## config.mk

```make
export PLATFORM = sky130hd
export DESIGN_NAME = decoder3to8_pulse
export DESIGN_NICKNAME = d
export VERILOG_FILES = /design/src/rtl/decoder_pkg.sv /design/src/rtl/hold_counter.sv /design/src/rtl/decoder3to8_pulse.sv
export SDC_FILE = /design/constraint.sdc
export NUM_CORES = 1
export LEC_CHECK = 0
export CAP_MARGIN = 15
export CORE_UTILIZATION = 40
export CTS_CLUSTER_DIAMETER = 80
export DETAILED_ROUTE_END_ITERATION = 10
export PLACE_DENSITY = 0.69
export SYNTH_ARGS = -nofsm -noshare
export SYNTH_HDL_FRONTEND = slang
export SYNTH_HIERARCHICAL = 1
export SYNTH_SLANG_ARGS = --single-unit
```

## constraint.sdc

```tcl
create_clock -name clk -period 2.17 [get_ports clk]
set_input_delay 0.5425 -clock clk [delete_from_list [all_inputs] [get_ports clk]]
set_output_delay 0.5425 -clock clk [all_outputs]
set_load 0.005 [all_outputs]
```

## src/rtl/decoder_pkg.sv

```systemverilog
// Shared defaults, state encoding and one-hot helper for the pulse decoder.
package decoder_pkg;

    localparam int unsigned IN_W_DEF  = 3;
    localparam int unsigned OUT_W_DEF = 8;

    localparam logic ST_IDLE = 1'b0;
    localparam logic ST_HOLD = 1'b1;

    typedef enum logic {
        StIdle = ST_IDLE,
        StHold = ST_HOLD
    } state_e;

    // Returned 32 bits wide; callers truncate to their own strobe width.
    function automatic logic [31:0] onehot(input int unsigned idx);
        return 32'd1 << idx;
    endfunction

endpackage

```

## src/rtl/hold_counter.sv

```systemverilog
// Loadable down-counter that stops at zero; paces how long a strobe is held.
module hold_counter #(
    parameter int unsigned W = 3
) (
    input  logic         clk,
    input  logic         rst,
    input  logic         load,
    input  logic [W-1:0] load_value,
    input  logic         dec,
    output logic [W-1:0] value,
    output logic         zero
);

    logic [W-1:0] cnt_q;

    always_ff @(posedge clk) begin
        if (rst) begin
            cnt_q <= '0;
        end else if (load) begin
            cnt_q <= load_value;
        end else if (dec && (cnt_q != '0)) begin
            cnt_q <= cnt_q - W'(1);
        end
    end

    assign value = cnt_q;
    assign zero  = (cnt_q == '0);

endmodule

```

## src/rtl/decoder3to8_pulse.sv

```systemverilog
// Registered binary-to-one-hot decoder with valid/ready input and HOLD-cycle strobes.
// Optional `STICKY_MASK_EN adds a clearable OR-accumulated mask of every decoded strobe.
module decoder3to8_pulse
    import decoder_pkg::*;
#(
    parameter int unsigned IN_W  = IN_W_DEF,
    parameter int unsigned OUT_W = OUT_W_DEF,
    parameter int unsigned HOLD  = 4
) (
    input  logic             clk,
    input  logic             rst,
    input  logic             in_valid,
    input  logic [IN_W-1:0]  in,
    output logic             in_ready,
    output logic [OUT_W-1:0] out,
    output logic             out_valid,
    output logic             busy
`ifdef STICKY_MASK_EN
    ,
    input  logic             clr,
    output logic [OUT_W-1:0] mask
`endif
);

    localparam int unsigned CW = $clog2(HOLD) + 1;

    state_e           state_q;
    logic [OUT_W-1:0] out_q;
    logic             out_valid_q;
    logic             busy_q;
    logic [CW-1:0]    cnt;
    logic             cnt_zero;
    logic             accept;
    logic [OUT_W-1:0] decoded;

    assign in_ready = (state_q == StIdle) || ((state_q == StHold) && cnt_zero);
    assign accept   = in_valid && in_ready;
    assign decoded  = OUT_W'(onehot(32'(in)));

    hold_counter #(
        .W (CW)
    ) u_hold_counter (
        .clk        (clk),
        .rst        (rst),
        .load       (accept),
        .load_value (CW'(HOLD - 1)),
        .dec        ((state_q == StHold) && (cnt != '0)),
        .value      (cnt),
        .zero       (cnt_zero)
    );

    always_ff @(posedge clk) begin
        if (rst) begin
            state_q     <= StIdle;
            out_q       <= '0;
            out_valid_q <= 1'b0;
            busy_q      <= 1'b0;
        end else begin
            unique case (state_q)
                StIdle: begin
                    if (accept) begin
                        state_q     <= StHold;
                        out_q       <= decoded;
                        out_valid_q <= 1'b1;
                        busy_q      <= 1'b1;
                    end else begin
                        out_q       <= '0;
                        out_valid_q <= 1'b0;
                        busy_q      <= 1'b0;
                    end
                end
                StHold: begin
                    // Last hold cycle: reload back-to-back or fall idle.
                    if (cnt_zero) begin
                        if (accept) begin
                            out_q <= decoded;
                        end else begin
                            state_q     <= StIdle;
                            out_q       <= '0;
                            out_valid_q <= 1'b0;
                            busy_q      <= 1'b0;
                        end
                    end
                end
                default: begin
                    state_q <= StIdle;
                end
            endcase
        end
    end

    assign out       = out_q;
    assign out_valid = out_valid_q;
    assign busy      = busy_q;

`ifdef STICKY_MASK_EN
    logic [OUT_W-1:0] mask_q;

    always_ff @(posedge clk) begin
        if (rst) begin
            mask_q <= '0;
        end else if (accept) begin
            mask_q <= (clr ? '0 : mask_q) | decoded;
        end else if (clr) begin
            mask_q <= '0;
        end
    end

    assign mask = mask_q;
`endif

endmodule

```

==> results of run 1 <==
==> sequential cells by signal, summed over array words and instances, names as in the netlist <==
signal and count:
u_hold_counter/value 3, state_q 1, out 8, busy 1
==> cell usage in the layout, fill, tap and decap left out <==
| master | n |
|---|---|
| clkbuf_1 | 1 |
| a21oi_1 | 1 |
| conb_1 | 3 |
| nand2_1 | 2 |
| nand3_1 | 1 |
| clkdlybuf4s50_1 | 15 |
| ha_1 | 2 |
| dfxtp_2 | 1 |
| a31oi_1 | 2 |
| o32ai_1 | 8 |
| or3_1 | 3 |
| nor2b_1 | 2 |
| o31a_1 | 1 |
| nor3_1 | 1 |
| dlygate4sd2_1 | 1 |
| inv_1 | 12 |
| nor2_1 | 1 |
| o21a_1 | 1 |
| and2_1 | 1 |
| or3b_1 | 2 |
| clkbuf_4 | 3 |
| dfxtp_1 | 12 |
| nand2b_4 | 2 |
| buf_4 | 1 |
| xnor2_1 | 1 |
| nand3b_1 | 4 |
==> worst register-to-register path, stage by stage, from the launching register on <==
cell	delay [ns]
dfxtp_2	0.35
inv_1	0.04
ha_1	0.19
ha_1	0.19
nand2b_4	0.19
and2_1	0.26
or3_1	0.39
a31oi_1	0.17
==> area by class of cell <==
| class | count | area (um2) |
|---|---|---|
| clock buffers | 4 | 26.3 |
| fillers | 133 | 549 |
| inverters | 12 | 45.0 |
| multi-input cells | 38 | 283 |
| flip-flops and latches | 13 | 262 |
| well taps | 15 | 18.8 |
| repair buffers | 17 | 166 |
==> where the power goes <==
part	switching (uW)	internal (uW)
sequential	8.21	250
combinational	39.1	49.3
clock	77.1	71.1
total	124	370
==> metal layers <==
metal	track usage	share of wire	routed length (um)	vias to the layer above
met5	0	0	0	-
met4	0.150	0.013	14	0
met3	0.0326	0.037	41	2
met2	0.266	0.48	541	12
met1	0.191	0.47	520	214
li1	-	-	-	262
==> stage by stage <==
stage | std cells | instance area, um2 | power (uW) | utilization | setup WS (ns)
after global routing | 99 | 801 | 524 | 0.593 | 0.0185
after floorplan | 66 | 612 | 320 | - | 0.365
after global placement | 95 | 774 | 351 | 0.574 | 0.224
after detailed placement | 95 | 774 | 353 | 0.574 | 0.190
after CTS | 99 | 801 | 502 | 0.593 | 0.101
final | 99 | 801 | 495 | 0.593 | 0.106
==> worst paths after layout <==
check | start | end | slack (ns) | cells after the start
worst min-delay path | out[7]$_SDFFE_PP0P_ | out[7]$_SDFFE_PP0P_ | 0.48 | 2
worst min register to register | out[7]$_SDFFE_PP0P_ | out[7]$_SDFFE_PP0P_ | 0.48 | 2
worst max register to register | u_hold_counter/value[0]$_SDFFE_PP0P_ | u_hold_counter/value[2]$_SDFFE_PP0P_ | 0.32 | 7
worst max-delay path | u_hold_counter/value[0]$_SDFFE_PP0P_ | in_ready | 0.11 | 5
==> kinds of logic (layout without fill, tap and decap cells) <==
family	after synthesis	in the layout	synth area share
and+or+nand+nor	19	19	0.220
buffers and inverters	15	33	0.113
AOI/OAI and AO/OA	13	13	0.171
DFF	13	13	0.428
adders and majority gates	2	2	0.0411
other	2	3	0.0124
xor gates and xnor gates	1	1	0.0144
==> results.txt, run 1 <==
Final Hold Vio Count: 0
Setup crit start kind: flip-flop
Area growth, synth to finish: 31.7%
DR pass1 iterations: 2
FMAX: 485 MHz
Leakage Power: 0.000288 uW
Seq/Total Area, Yosys: 0.428
number of buffers created by CTS: 3
CTS tree: built
Final setup viols: 0
layout cells sized above 1: 0.0833
WP buf/inv: 2
most frequent cells after synthesis: dfxtp_1 (13), inv_1 (12), o32ai_1 (8)
share of the synthesized area in the top cell type: 0.428
max-slew violations: 0
Cell Pwr Density: 618 nW/um2
clock sink count: 13
port bufs: 16
Core Region: 1350 um2
CTS max path bufs: 2
vias per inst: 4.95
YS warnings: 6
WS Path Type: reg -> out
Total Nets Final: 93
number of I/O pins: 17
Remaining DRCs: 0
synthesized area: 608 um2
CTS root buf: clkbuf_4
die height: 41.0 um
crit-path max cell delay: 0.35 ns
TNS Setup: 0 ns
Critical Path Most Common Cell: ha_1
most area-consuming cells after synthesis: dfxtp_1 (43%), o32ai_1 (12%), inv_1 (7.4%)
Synth Area per Inst: 9.36 um2
Initial Util: 0.450
crit path cell chain: inv_1 > ha_1 > ha_1 > nand2b_4 > dlygate4sd2_1
synth unique cells: 23
Die ar.: 1680 um2
vias: 490
clk_skew: 0.00132 ns
Routability Congestion: 0.649
Yosys reg bits: 13
min cycle time layout: 2.06 ns
worst-skew pair later-pin latency: 0.27 ns
cell with the most instances after synthesis: dfxtp_1
vias in the first global route: 424
gr usage total: 0.169
ys async rst share: 0
GR Overflow Total: 0
CTS HTree Levels: 1
initial antenna violation count: 0
slowest cell on the critical path: dfxtp_2
fin crit share: 0.951
Rows: 13
status: completed
first-pass GRT wire length: 1740 um
hold buffer count at CTS: 0
CTS clk-pin slew, worst paths: 0.08 ns
Crit. End Element: primary output
n_diodes: 0
cts repair resizes: 2
cell taking the most area after synthesis: dfxtp_1
Post-CTS Setup Bufs: 0
Post-Syn Instances: 65
CP Max Fanout: 13
DRT Wirelength: 1120 um
Hold Slack: 0.477 ns
Max Cap Viol: 0
WL per Instance: 11.3 um
Max VDD drop: 0.382 mV
EDFF count, synth: 0
CP arrival: 1.52 ns
min-delay worst type: reg -> reg
Die Wd: 41.0 um
Critical Path RT: 1.63 ns
largest net degree at the start of global routing: 14
initial DRC count: 7
post-route ant nets: 0
delay-heaviest family, CP: adder cells
RSZ-0062 raised after global routing: no
ys flop type: dfxtp_1
DP HPWL: 825 um
Note: power is estimated with default switching activity, not from simulation.
==> run 2, diff against run 1 <==
--- a/config.mk
+++ b/config.mk
@@ -5,11 +5,13 @@
 export SDC_FILE = /design/constraint.sdc
 export NUM_CORES = 1
 export LEC_CHECK = 0
+export ABC_AREA = 1
 export CAP_MARGIN = 15
 export CORE_UTILIZATION = 40
+export CTS_BUF_LIST = sky130_fd_sc_hd__clkbuf_8 sky130_fd_sc_hd__clkbuf_16
 export CTS_CLUSTER_DIAMETER = 80
 export DETAILED_ROUTE_END_ITERATION = 10
-export PLACE_DENSITY = 0.69
+export PLACE_DENSITY = 0.67
 export SYNTH_ARGS = -nofsm -noshare
 export SYNTH_HDL_FRONTEND = slang
 export SYNTH_HIERARCHICAL = 1
==> run 2 against run 1 <==
Non-clock buffer count unchanged. Total power up 27%. Global-route usage down 0.96 points. Via count up 28%. Cell count up 46%. Die area up 15%. Sequential cell count unchanged. First-iteration DRC count up 100%. Clock skew up 0.0013 ns. Largest cell class unchanged. Largest power group unchanged.
==> results.txt, run 2 <==
status: completed
DR pass1 iterations: 6 (+4)
Worst R2R Start: u_hold_counter/value[1]$_SDFFE_PP0P_
slowest cell on the critical path: dfxtp_2
R2R cell count: 10 (+3)
synth unique cells: 17 (-26%)
Leakage Power: 0.000423 uW (+47%)
min-delay worst type: reg -> reg
most frequent cells in the layout: nor2_1 (33), inv_1 (19), nand2_1 (19), clkdlybuf4s50_1 (15), dfxtp_1 (11)
Core Region: 1580 um2 (+17%)
Worst Hold Endpoint: out[1]$_SDFFE_PP0P_
ys async rst share: 0 (unchanged)
Post-CTS Setup Bufs: 0 (unchanged)
Die ar.: 1930 um2 (+15%)
CTS HTree Levels: 1 (unchanged)
most area-consuming cells after synthesis: dfxtp_1 (37%), nor2_1 (18%), inv_1 (10%)
clk_skew: 0.00263 ns (+0.00132 ns)
Critical Path RT: 1.63 ns (about the same)
ys flop type: dfxtp_1
fin crit share: 0.848 (-0.103)
number of buffers created by CTS: 3 (unchanged)
hold_sp: out[1]$_SDFFE_PP0P_
layout cells sized above 1: 0.124 (+0.0407)
DRT Wirelength: 1270 um (+14%)
gr usage total: 0.160 (-0.00959)
synthesized area: 703 um2 (+16%)
Die Wd: 43.9 um (+7.2%)
crit-path max cell delay: 0.35 ns (about the same)
min cycle time layout: 1.84 ns (-0.224 ns)
post-route ant nets: 0 (unchanged)
cell with the most instances after synthesis: nor2_1
final core occ: 0.591 (-0.00187)
RSZ-0062 raised after global routing: no
YS warnings: 6 (unchanged)
vias: 628 (+28%)
CTS max path bufs: 2 (unchanged)
clock sink count: 13 (unchanged)
FF-to-FF setup slack: 0.58 ns (+0.26 ns)
Seq/Total Area, Yosys: 0.370 (-0.0579)
hold buffer count at CTS: 0 (unchanged)
EDFF count, synth: 0 (unchanged)
WS Path Type: reg -> out
DP HPWL: 924 um (+12%)
largest net degree at the start of global routing: 11 (-3)
FF-to-FF End: u_hold_counter/value[1]$_SDFFE_PP0P_
vias per inst: 4.33 (-12%)
Yosys reg bits: 13 (unchanged)
Final setup viols: 0 (unchanged)
CTS clk-pin slew, worst paths: 0.06 ns (-0.02 ns)
Cell Pwr Density: 676 nW/um2 (+9.3%)
die height: 43.9 um (+7.2%)
Rows: 14 (+1)
Max Cap Viol: 0 (unchanged)
Post-DP Area: 882 um2 (+14%)
max FFs per register: 8 (unchanged)
Final Power: 630 uW (+27%)
vias in the first global route: 521 (+23%)
Max VDD drop: 0.379 mV (-0.84%)
number of I/O pins: 17 (unchanged)
Final Hold Vio Count: 0 (unchanged)
initial antenna violation count: 0 (unchanged)
Total Nets Final: 138 (+48%)
Crit. End Element: primary output
port bufs: 16 (unchanged)
share of the synthesized area in the top cell type: 0.370 (-0.0579)
first-pass GRT wire length: 2190 um (+26%)
cell taking the most area after synthesis: dfxtp_1
hold depth: 2 (unchanged)
n_diodes: 0 (unchanged)
WL per Instance: 8.76 um (-22%)
Routability Congestion: 0.878 (+35%)
initial DRC count: 14 (+7)
Setup crit start kind: flip-flop
most frequent cells after synthesis: nor2_1 (33), inv_1 (19), nand2_1 (19)
Remaining DRCs: 0 (unchanged)
crit path cell chain: inv_1 > ha_1 > ha_1 > inv_2 > nand2_4 > dlymetal6s2s_1
commonest non-fill, non-tap cell in the layout: nor2_1
Post-Syn Instances: 109 (+68%)
Final Cell Area: 932 um2 (+16%)
CP arrival: 1.30 ns (-0.22 ns)
worst-skew pair later-pin latency: 0.24 ns (-0.03 ns)
Initial Util: 0.446 (-0.00439)
Area growth, synth to finish: 32.6%
max-slew violations: 0 (unchanged)
Synth Area per Inst: 6.45 um2 (-31%)
FMAX: 544 MHz (+12%)
CTS tree: built
Critical Path Most Common Cell: ha_1
TNS Setup: 0 ns (unchanged)
CP Max Fanout: 4 (-9)
CTS root buf: clkbuf_8
GR Overflow Total: 0 (unchanged)
## run 2: cell types whose count changed in the layout (fill, tap and decap cells not counted), moves of 4 or more
cell / change
inv_1: +7
nand2_1: +17
nand3_1: +5
nand3b_1: -4
nor2_1: +32
o32ai_1: -8
## run 2: per-stage QoR
stage	setup WS (ns)	hold slack, ns	std cells
6_report	0.330	0.475	145
5_1_grt	0.261	0.495	145
4_1_cts	0.0200	0.479	145
3_5_place_dp	0.200	0.468	141
3_3_place_gp	0.217	0.467	141
2_1_floorplan	0.662	0.472	110
## run 2: routing by layer
layer | part of all wire | up-vias | GRT usage | routed length (um)
met5 | 0 | - | 0 | 0
li1 | - | 355 | - | -
met1 | 0.52 | 250 | 0.217 | 660
met2 | 0.39 | 18 | 0.221 | 498
met3 | 0.056 | 5 | 0.0375 | 71
met4 | 0.031 | 0 | 0.109 | 40
## run 2: worst max path at each step
stage | cells past startpoint | slack (ns) | to | start
finish | 6 | 0.33 | in_ready | u_hold_counter/value[0]$_SDFFE_PP0P_
global route | 6 | 0.26 | in_ready | u_hold_counter/value[0]$_SDFFE_PP0P_
CTS | 6 | 0.02 | in_ready | u_hold_counter/value[0]$_SDFFE_PP0P_
detailed placement | 8 | 0.20 | u_hold_counter/value[1]$_SDFFE_PP0P_ | in_valid
global placement | 6 | 0.22 | in_ready | u_hold_counter/value[0]$_SDFFE_PP0P_
floorplan | 5 | 0.66 | in_ready | u_hold_counter/value[0]$_SDFFE_PP0P_
## run 2: repair_timing
item / 4_1_cts / 5_1_grt
gates resized for setup: 2 / 2
setup endpoints to repair: 1 / 1
gates cloned: 0 / 0
hold endpoints to repair: 0 / 0
## run 2: area by class of cell
| cell class | instances | area (um2) |
|---|---|---|
| Inverter | 21 | 78.8 |
| Sequential cell | 13 | 263 |
| Tap cell | 16 | 20.0 |
| Fill cell | 155 | 644 |
| Multi-Input combinational cell | 74 | 355 |
| Timing Repair Buffer | 17 | 170 |
| Clock buffer | 3 | 41.3 |
| Clock inverter | 1 | 3.75 |
## run 2: critical path, delay by kind of cell (launching register included)
family | cells | cell delay (ns)
flip-flops | 1 | 0.35
adder cells (fa/ha/maj) | 2 | 0.39
AND/OR/NAND/NOR | 1 | 0.05
buffers and inverters | 3 | 0.28
## run 2: logic make-up after synthesis
group	count (synthesis)	share of synthesized area
simple gates	62	0.368
buf+inv	23	0.130
flops	13	0.370
compound gates	7	0.0854
fa+ha+maj	2	0.0356
other cells	2	0.0107
## run 2: where the power goes
part           leakage [uW]  internal (uW)  switching, uW
registers          0.000107            256           10.8
clock network     0.0000269            125           89.6
logic              0.000289           64.4           84.1
